## config.mk

```make
export PLATFORM = sky130hd
export DESIGN_NAME = fetch_unit_flat
export DESIGN_NICKNAME = d
export VERILOG_FILES = /design/src/rtl/fetch_pkg.sv /design/src/rtl/fetch_if.sv /design/src/rtl/fetch_queue.sv /design/src/rtl/fetch_unit.sv /design/src/flat_wrapper.sv
export SDC_FILE = /design/constraint.sdc
export NUM_CORES = 1
export LEC_CHECK = 0
export ABC_AREA = 1
export CAP_MARGIN = 20
export CORE_ASPECT_RATIO = 0.9
export CORE_UTILIZATION = 51
export DETAILED_ROUTE_END_ITERATION = 7
export PLACE_DENSITY = 0.81
export SYNTH_ARGS = -nofsm -noshare
export SYNTH_HDL_FRONTEND = slang
export SYNTH_HIERARCHICAL = 1
export SYNTH_SLANG_ARGS = --single-unit
```

## constraint.sdc

```tcl
create_clock -name clk -period 5.7 [get_ports clk]
set_input_delay 0.57 -clock clk [delete_from_list [all_inputs] [get_ports clk]]
set_output_delay 0.57 -clock clk [all_outputs]
set_load 0.1 [all_outputs]
```

## src/rtl/fetch_pkg.sv

```systemverilog
// fetch_pkg: shared types and constants for the instruction fetch stage
package fetch_pkg;
    typedef enum logic [1:0] {IDLE, WAIT, DISCARD} fetch_state_t;
    localparam logic [31:0] PC_STEP = 32'd4;
    localparam logic [31:0] PC_READ_OFFSET = 32'd8;
    typedef struct packed {
        logic [31:0] instr;
        logic [31:0] pc;
    } fetch_entry_t;
endpackage

```

## src/rtl/fetch_if.sv

```systemverilog
// fetch_if: instruction memory, decode handshake and redirect signals of the fetch stage
interface fetch_if;
    logic        imem_req;
    logic [31:0] imem_addr;
    logic        imem_rvalid;
    logic [31:0] imem_rdata;
    logic        instr_valid;
    logic        instr_ready;
    logic [31:0] instr;
    logic [31:0] instr_pc;
    logic [31:0] pc_plus8;
    logic [1:0]  op;
    logic [5:0]  funct;
    logic [3:0]  rd;
    logic        redirect;
    logic [31:0] redirect_pc;
    modport master (
        output imem_req, imem_addr, instr_valid, instr, instr_pc, pc_plus8, op, funct, rd,
        input  imem_rvalid, imem_rdata, instr_ready, redirect, redirect_pc
    );
    modport slave (
        input  imem_req, imem_addr, instr_valid, instr, instr_pc, pc_plus8, op, funct, rd,
        output imem_rvalid, imem_rdata, instr_ready, redirect, redirect_pc
    );
endinterface

```

## src/rtl/fetch_queue.sv

```systemverilog
// fetch_queue: circular prefetch FIFO of {instr, pc} entries with flush
module fetch_queue
    import fetch_pkg::*;
#(
    parameter int DEPTH = 2
) (
    input  logic                   clk,
    input  logic                   reset,
    input  logic                   push,
    input  logic                   pop,
    input  logic                   flush,
    input  fetch_entry_t           din,
    output fetch_entry_t           head,
    output logic [$clog2(DEPTH):0] count,
    output logic                   full,
    output logic                   empty
);
    localparam int AW = $clog2(DEPTH);
    localparam logic [AW:0] FULL_CNT = DEPTH[AW:0];
    fetch_entry_t mem [DEPTH];
    logic [AW-1:0] rd_ptr, wr_ptr;
    always_ff @(posedge clk or posedge reset) begin
        if (reset) begin
            rd_ptr <= '0;
            wr_ptr <= '0;
            count  <= '0;
        end else if (flush) begin
            rd_ptr <= '0;
            wr_ptr <= '0;
            count  <= '0;
        end else begin
            if (push) wr_ptr <= wr_ptr + 1'b1;
            if (pop) rd_ptr <= rd_ptr + 1'b1;
            count <= count + {{AW{1'b0}}, push} - {{AW{1'b0}}, pop};
        end
    end
    always_ff @(posedge clk) begin
        if (push && !flush) mem[wr_ptr] <= din;
    end
    assign head  = mem[rd_ptr];
    assign full  = count == FULL_CNT;
    assign empty = count == '0;
endmodule

```

## src/rtl/fetch_unit.sv

```systemverilog
// fetch_unit: PC sequencing, single-outstanding imem requests and prefetch queue feeding decode
module fetch_unit
    import fetch_pkg::*;
#(
    parameter int          DEPTH    = 2,
    parameter logic [31:0] RESET_PC = 32'h0000_0000
) (
    input logic    clk,
    input logic    reset,
    fetch_if.master bus
);
    localparam int AW = $clog2(DEPTH);
    localparam logic [AW+1:0] LIMIT = (AW+2)'(DEPTH);
    fetch_state_t state, state_nx;
    logic [31:0] fetch_pc, req_pc;
    logic push, pop, issue, space, full, empty;
    logic [AW:0] count;
    logic [AW+1:0] next_count;
    fetch_entry_t head;
    // issue needs room for the word it will bring back, counting this cycle's push/pop
    always_comb begin
        push       = state == WAIT && bus.imem_rvalid && !bus.redirect;
        pop        = !empty && bus.instr_ready && !bus.redirect;
        next_count = (AW+2)'(count) + (AW+2)'(push) - (AW+2)'(pop);
        space      = full ? (pop && !push) : (next_count < LIMIT);
        issue      = !reset && !bus.redirect && (state == IDLE || bus.imem_rvalid) && space;
        state_nx   = (bus.imem_rvalid || state == IDLE) ? (issue ? WAIT : IDLE)
                   : (state == WAIT && bus.redirect) ? DISCARD : state;
    end
    always_ff @(posedge clk or posedge reset) begin
        if (reset) begin
            state    <= IDLE;
            fetch_pc <= RESET_PC;
            req_pc   <= RESET_PC;
        end else begin
            state <= state_nx;
            if (bus.redirect) fetch_pc <= bus.redirect_pc & ~32'd3;
            else if (issue) fetch_pc <= fetch_pc + PC_STEP;
            if (issue) req_pc <= fetch_pc;
        end
    end
    fetch_queue #(.DEPTH(DEPTH)) u_queue (
        .clk   (clk),
        .reset (reset),
        .push  (push),
        .pop   (pop),
        .flush (bus.redirect),
        .din   (fetch_entry_t'{instr: bus.imem_rdata, pc: req_pc}),
        .head  (head),
        .count (count),
        .full  (full),
        .empty (empty)
    );
    assign bus.imem_req    = issue;
    assign bus.imem_addr   = fetch_pc;
    assign bus.instr_valid = !empty;
    assign bus.instr       = head.instr;
    assign bus.instr_pc    = head.pc;
    assign bus.pc_plus8    = head.pc + PC_READ_OFFSET;
    assign bus.op          = head.instr[27:26];
    assign bus.funct       = head.instr[25:20];
    assign bus.rd          = head.instr[15:12];
endmodule
```

## src/flat_wrapper.sv

```systemverilog
// flat-port wrapper written by rule: the top's interface ports become plain ports
module fetch_unit_flat import fetch_pkg::*;
#(
    parameter int          DEPTH    = 2,
    parameter logic [31:0] RESET_PC = 32'h0000_0000
)
  (clk, reset, bus_imem_req, bus_imem_addr, bus_instr_valid, bus_instr, bus_instr_pc, bus_pc_plus8, bus_op, bus_funct, bus_rd, bus_imem_rvalid, bus_imem_rdata, bus_instr_ready, bus_redirect, bus_redirect_pc);
  fetch_if bus_i ();
  input logic clk;
  input logic reset;
  output wire logic [$bits(bus_i.imem_req)-1:0] bus_imem_req;
  output wire logic [$bits(bus_i.imem_addr)-1:0] bus_imem_addr;
  output wire logic [$bits(bus_i.instr_valid)-1:0] bus_instr_valid;
  output wire logic [$bits(bus_i.instr)-1:0] bus_instr;
  output wire logic [$bits(bus_i.instr_pc)-1:0] bus_instr_pc;
  output wire logic [$bits(bus_i.pc_plus8)-1:0] bus_pc_plus8;
  output wire logic [$bits(bus_i.op)-1:0] bus_op;
  output wire logic [$bits(bus_i.funct)-1:0] bus_funct;
  output wire logic [$bits(bus_i.rd)-1:0] bus_rd;
  input wire logic [$bits(bus_i.imem_rvalid)-1:0] bus_imem_rvalid;
  input wire logic [$bits(bus_i.imem_rdata)-1:0] bus_imem_rdata;
  input wire logic [$bits(bus_i.instr_ready)-1:0] bus_instr_ready;
  input wire logic [$bits(bus_i.redirect)-1:0] bus_redirect;
  input wire logic [$bits(bus_i.redirect_pc)-1:0] bus_redirect_pc;
  assign bus_imem_req = bus_i.imem_req;
  assign bus_imem_addr = bus_i.imem_addr;
  assign bus_instr_valid = bus_i.instr_valid;
  assign bus_instr = bus_i.instr;
  assign bus_instr_pc = bus_i.instr_pc;
  assign bus_pc_plus8 = bus_i.pc_plus8;
  assign bus_op = bus_i.op;
  assign bus_funct = bus_i.funct;
  assign bus_rd = bus_i.rd;
  assign bus_i.imem_rvalid = bus_imem_rvalid;
  assign bus_i.imem_rdata = bus_imem_rdata;
  assign bus_i.instr_ready = bus_instr_ready;
  assign bus_i.redirect = bus_redirect;
  assign bus_i.redirect_pc = bus_redirect_pc;
  fetch_unit #(.DEPTH(DEPTH), .RESET_PC(RESET_PC)) u_core (.clk(clk), .reset(reset), .bus(bus_i));
endmodule
```

==> impl_summary.log <==
INFO  metric regToRegStartpoint = u_core/u_queue/count[1]
INFO  metric post_synth_main_area_contributors = edfxtp_1, dfrtp_1, nand2_1
INFO  metric m1WireLength = roughly 9800 um
INFO  metric cts.repair.resized = 0
INFO  metric design.portCount = 211
INFO  metric placement.io_buffers = 206
INFO  metric regToRegEndpoint = u_core/bus.imem_addr[29]
INFO  metric startpoint_type = register
INFO  metric p_per_area = approximately 370 mW/mm^2
INFO  metric timing.final.crit_share = 82.1%
INFO  metric area_growth_syn_to_layout = 29.1%
INFO  metric tmin_final = 4.68 ns
INFO  metric cts_made_buffers = 17
INFO  metric crit_type = register to output pin
INFO  metric synth_enable_flop_cells = 128
INFO  metric yosysWarnings = 6
INFO  metric worstSetupEndpointType = output pin
INFO  metric drt_first_pass_iters = 5
INFO  metric gp_routability_congestion = 0.901
INFO  metric reg_to_reg_setup_timing_slack = 2.66 ns
INFO  metric cts.root.buffer_cell = clkbuf_16
INFO  metric synth.distinct_cells = 42
INFO  metric peakVddDrop = roughly 0.00025 V
INFO  metric routed-wl-met2 = roughly 10000 um
INFO  metric synth_async_sr_flop_share = between 30 and 40%
INFO  metric core_area = 0.0179 sq mm
INFO  metric cts-htree-levels = 4
INFO  metric clock_tree.buffer_depth = 2
INFO  metric die_footprint = around 0.019 sq mm
INFO  metric first_pass_grt_wire_length = 35000 um
INFO  metric final_antenna_violating_net_count = 0
INFO  metric syn-instance-count = between 800 and 900
INFO  metric routed-wl-met3 = 1450 um
INFO  metric total_global_routing_track_utilization = between 20% and 30%
INFO  metric cts_tree = yes
INFO  metric cts_hold_repair.buffers = 0
INFO  metric post_drt_wl_per_cell = approximately 16 um
INFO  metric post-cts-setup-buffers = 0
INFO  metric tightest_slew = 1.08 ns
INFO  metric dp_hpwl = 15700 um
INFO  metric tns = 0 ns
INFO  metric critical-path-max-stage-delay = about 1.2 ns
INFO  metric worst_slew_margin_rel = 27.9%
INFO  metric finish.instance_area = 0.0122 sq mm
INFO  metric drt_iter0_markers = about 460
INFO  metric outcome = complete, no violations
INFO  metric fin_cells = roughly 1300
INFO  metric detail_route.wirelength = 21600 um
INFO  metric vias = 6799
INFO  metric yosysTopAreaCellShare = 40.7%
INFO  metric grt_setup_unrepaired = false
INFO  metric max_cap_viol_count = 0
INFO  metric timing.critical_path.cells = buf_4 -> mux2_2 -> nand2_1 -> nor2_1 -> nand3_1 -> nor2_1 -> xor2_1 -> clkdlybuf4s50_1
INFO  metric clkSinkCount = 194
INFO  metric clk_latency = 0.44 ns
INFO  metric most_used_flip_flop_cell_after_synthesis = edfxtp_1
INFO  metric leakage_dissipation = 4.80 nW
INFO  metric crit_required = around 5 ns
INFO  metric synthDominantAreaCellType = edfxtp_1
INFO  metric route.detailed.vias_per_inst = about 5
INFO  metric cp_common_cell = nor2_1
INFO  metric antenna-diode-count = 0
INFO  metric initial_utilization = 52.8%
INFO  metric detailed_place.area = 0.0116 sq mm
INFO  metric pin_count_of_the_biggest_net_entering_global_routing = 64
INFO  metric finalPower = 4.49 mW
INFO  metric number_of_hold_violations_in_the_final_report = 0
INFO  metric cp_data_arrival_time = between 4 and 5 ns
INFO  metric ys_ff_latch = 194
INFO  metric report.final.setup_viol = 0
INFO  metric std_cell_rows = 46
INFO  metric dr.max_layer_used = met4
INFO  metric first_global_vias = 6642
INFO  metric slowest_stage = clkdlybuf4s50_1
INFO  metric report.final.slew_viol_count = 0
INFO  metric max_freq = ~210 MHz
INFO  metric worst-r2r-cell-count = 14
INFO  metric fin_util = around two thirds
INFO  metric drive_above_1_share = 14.0%
INFO  metric placed_cells_incl_taps = approximately 1300
INFO  metric cts.clk_slew.worst_paths = 0.07 ns
INFO  metric critical_path.max_fanout = 43
INFO  metric drc = 0
INFO  metric worst_clock_skew = roughly 0.0082 ns
INFO  metric grt_remaining_overflow = 0
INFO  metric num-nets-final = 1141
INFO  metric chipHeight = about 130 um
INFO  metric antenna_violations_before_repair = 0
INFO  metric die_width = 145 um
INFO  metric hold_crit_class = primary input to async pin
INFO  metric synth.yosys.seq_area_share = 58.2%
INFO  metric netlist_area = 0.00945 sq mm
INFO  metric syn_avg_cell_area = 10.8 sq um
==> cells in the mapped netlist (14+ instances only) <==
library cell,number
buf_4,17
dfrtp_1,66
edfxtp_1,128
inv_1,68
mux2_2,26
mux2_4,38
nand2_1,222
nand3_1,74
nand3_2,15
nor2_1,57
nor3_1,14
o21ai_0,14
o21ai_1,23
xor2_1,23
==> per-stage QoR <==
step | hold WS, ns | worst slack [ns]
after CTS | 0.387 | 1.01
after detailed placement | 0.457 | 1.51
after global placement | 0.450 | 1.50
after floorplan | 0.336 | 1.33
after global routing | 0.406 | 0.781
final | 0.395 | 1.02
==> critical path, delay by kind of cell, from the launching register on <==
| family | cells | cell delay, ns |
|---|---|---|
| flops | 1 | 0.87 |
| simple gates | 4 | 0.67 |
| xor+xnor | 1 | 0.16 |
| mux | 1 | 0.30 |
| buf+inv | 2 | 1.66 |
==> cell usage in the layout, fill, tap and decap left out, types with 7 or more instances in the layout <==
cell type | Yosys | layout
mux2_2 | 26 | 26
inv_1 | 68 | 67
buf_4 | 17 | 8
mux2_4 | 38 | 38
o21ai_1 | 23 | 23
dfrtp_1 | 66 | 65
clkbuf_16 | 0 | 17
clkdlybuf4s50_1 | 0 | 205
nor2_1 | 57 | 55
nor3_1 | 14 | 14
nand2_1 | 222 | 222
o21ai_0 | 14 | 14
xor2_1 | 23 | 23
nor2_4 | 5 | 7
nand3_2 | 15 | 15
edfxtp_1 | 128 | 128
nand3_1 | 74 | 74
==> flip-flops by register name, summed over array words and instances (netlist names) <==
signal / cells
u_core/u_queue/mem: 128
u_core/bus.imem_addr: 30
u_core/req_pc: 30
u_core/state: 2
u_core/u_queue/count: 2
u_core/u_queue/rd_ptr: 1
u_core/u_queue/wr_ptr: 1
==> per-layer routing <==
metal  GRT usage, %  vias up
met5              0        -
met1           32.0     3182
li1               -     3315
met2           38.1      273
met4           7.49        0
met3           4.86       29
==> worst max-delay path by stage <==
stage | cells after the start | slack [ns] | to | start
finish | 8 | 1.02 | bus_pc_plus8[21] | u_core/u_queue/rd_ptr
CTS | 8 | 1.01 | bus_pc_plus8[21] | u_core/u_queue/rd_ptr
detailed placement | 8 | 1.51 | bus_pc_plus8[21] | u_core/u_queue/rd_ptr
global route | 9 | 0.78 | bus_pc_plus8[27] | u_core/u_queue/rd_ptr
floorplan | 5 | 1.33 | u_core/u_queue/mem[0][0] | bus_redirect
global placement | 9 | 1.50 | bus_pc_plus8[25] | u_core/u_queue/rd_ptr
==> final cells by class <==
type,instances,area [sq um]
Multi-Input combinational cell,570,3410
Fill cell,1349,5710
Tap cell,240,300
Inverter,71,272
Sequential cell,194,5500
Clock buffer,17,425
Clock inverter,15,174
Timing Repair Buffer,213,2110
==> logic make-up after synthesis <==
group / after synthesis / synth area share [%]
and+or+nand+nor: 416 / 20.1
DFF: 194 / 58.2
buffers and inverters: 113 / 6.09
muxes: 64 / 9.14
AOI/OAI and AO/OA: 50 / 3.02
xor gates and xnor gates: 29 / 2.69
adders and majority gates: 5 / 0.742
other: 1 / 0.0397
==> report_power, final <==
| group | internal, mW | switching (mW) | leakage [nW] |
|---|---|---|---|
| clock network | 0.594 | 0.588 | 0.287 |
| logic | 0.362 | 1.03 | 2.53 |
| registers | 1.73 | 0.185 | 1.98 |
| total | 2.69 | 1.81 | 4.80 |
(Power assumes the default switching activity.)
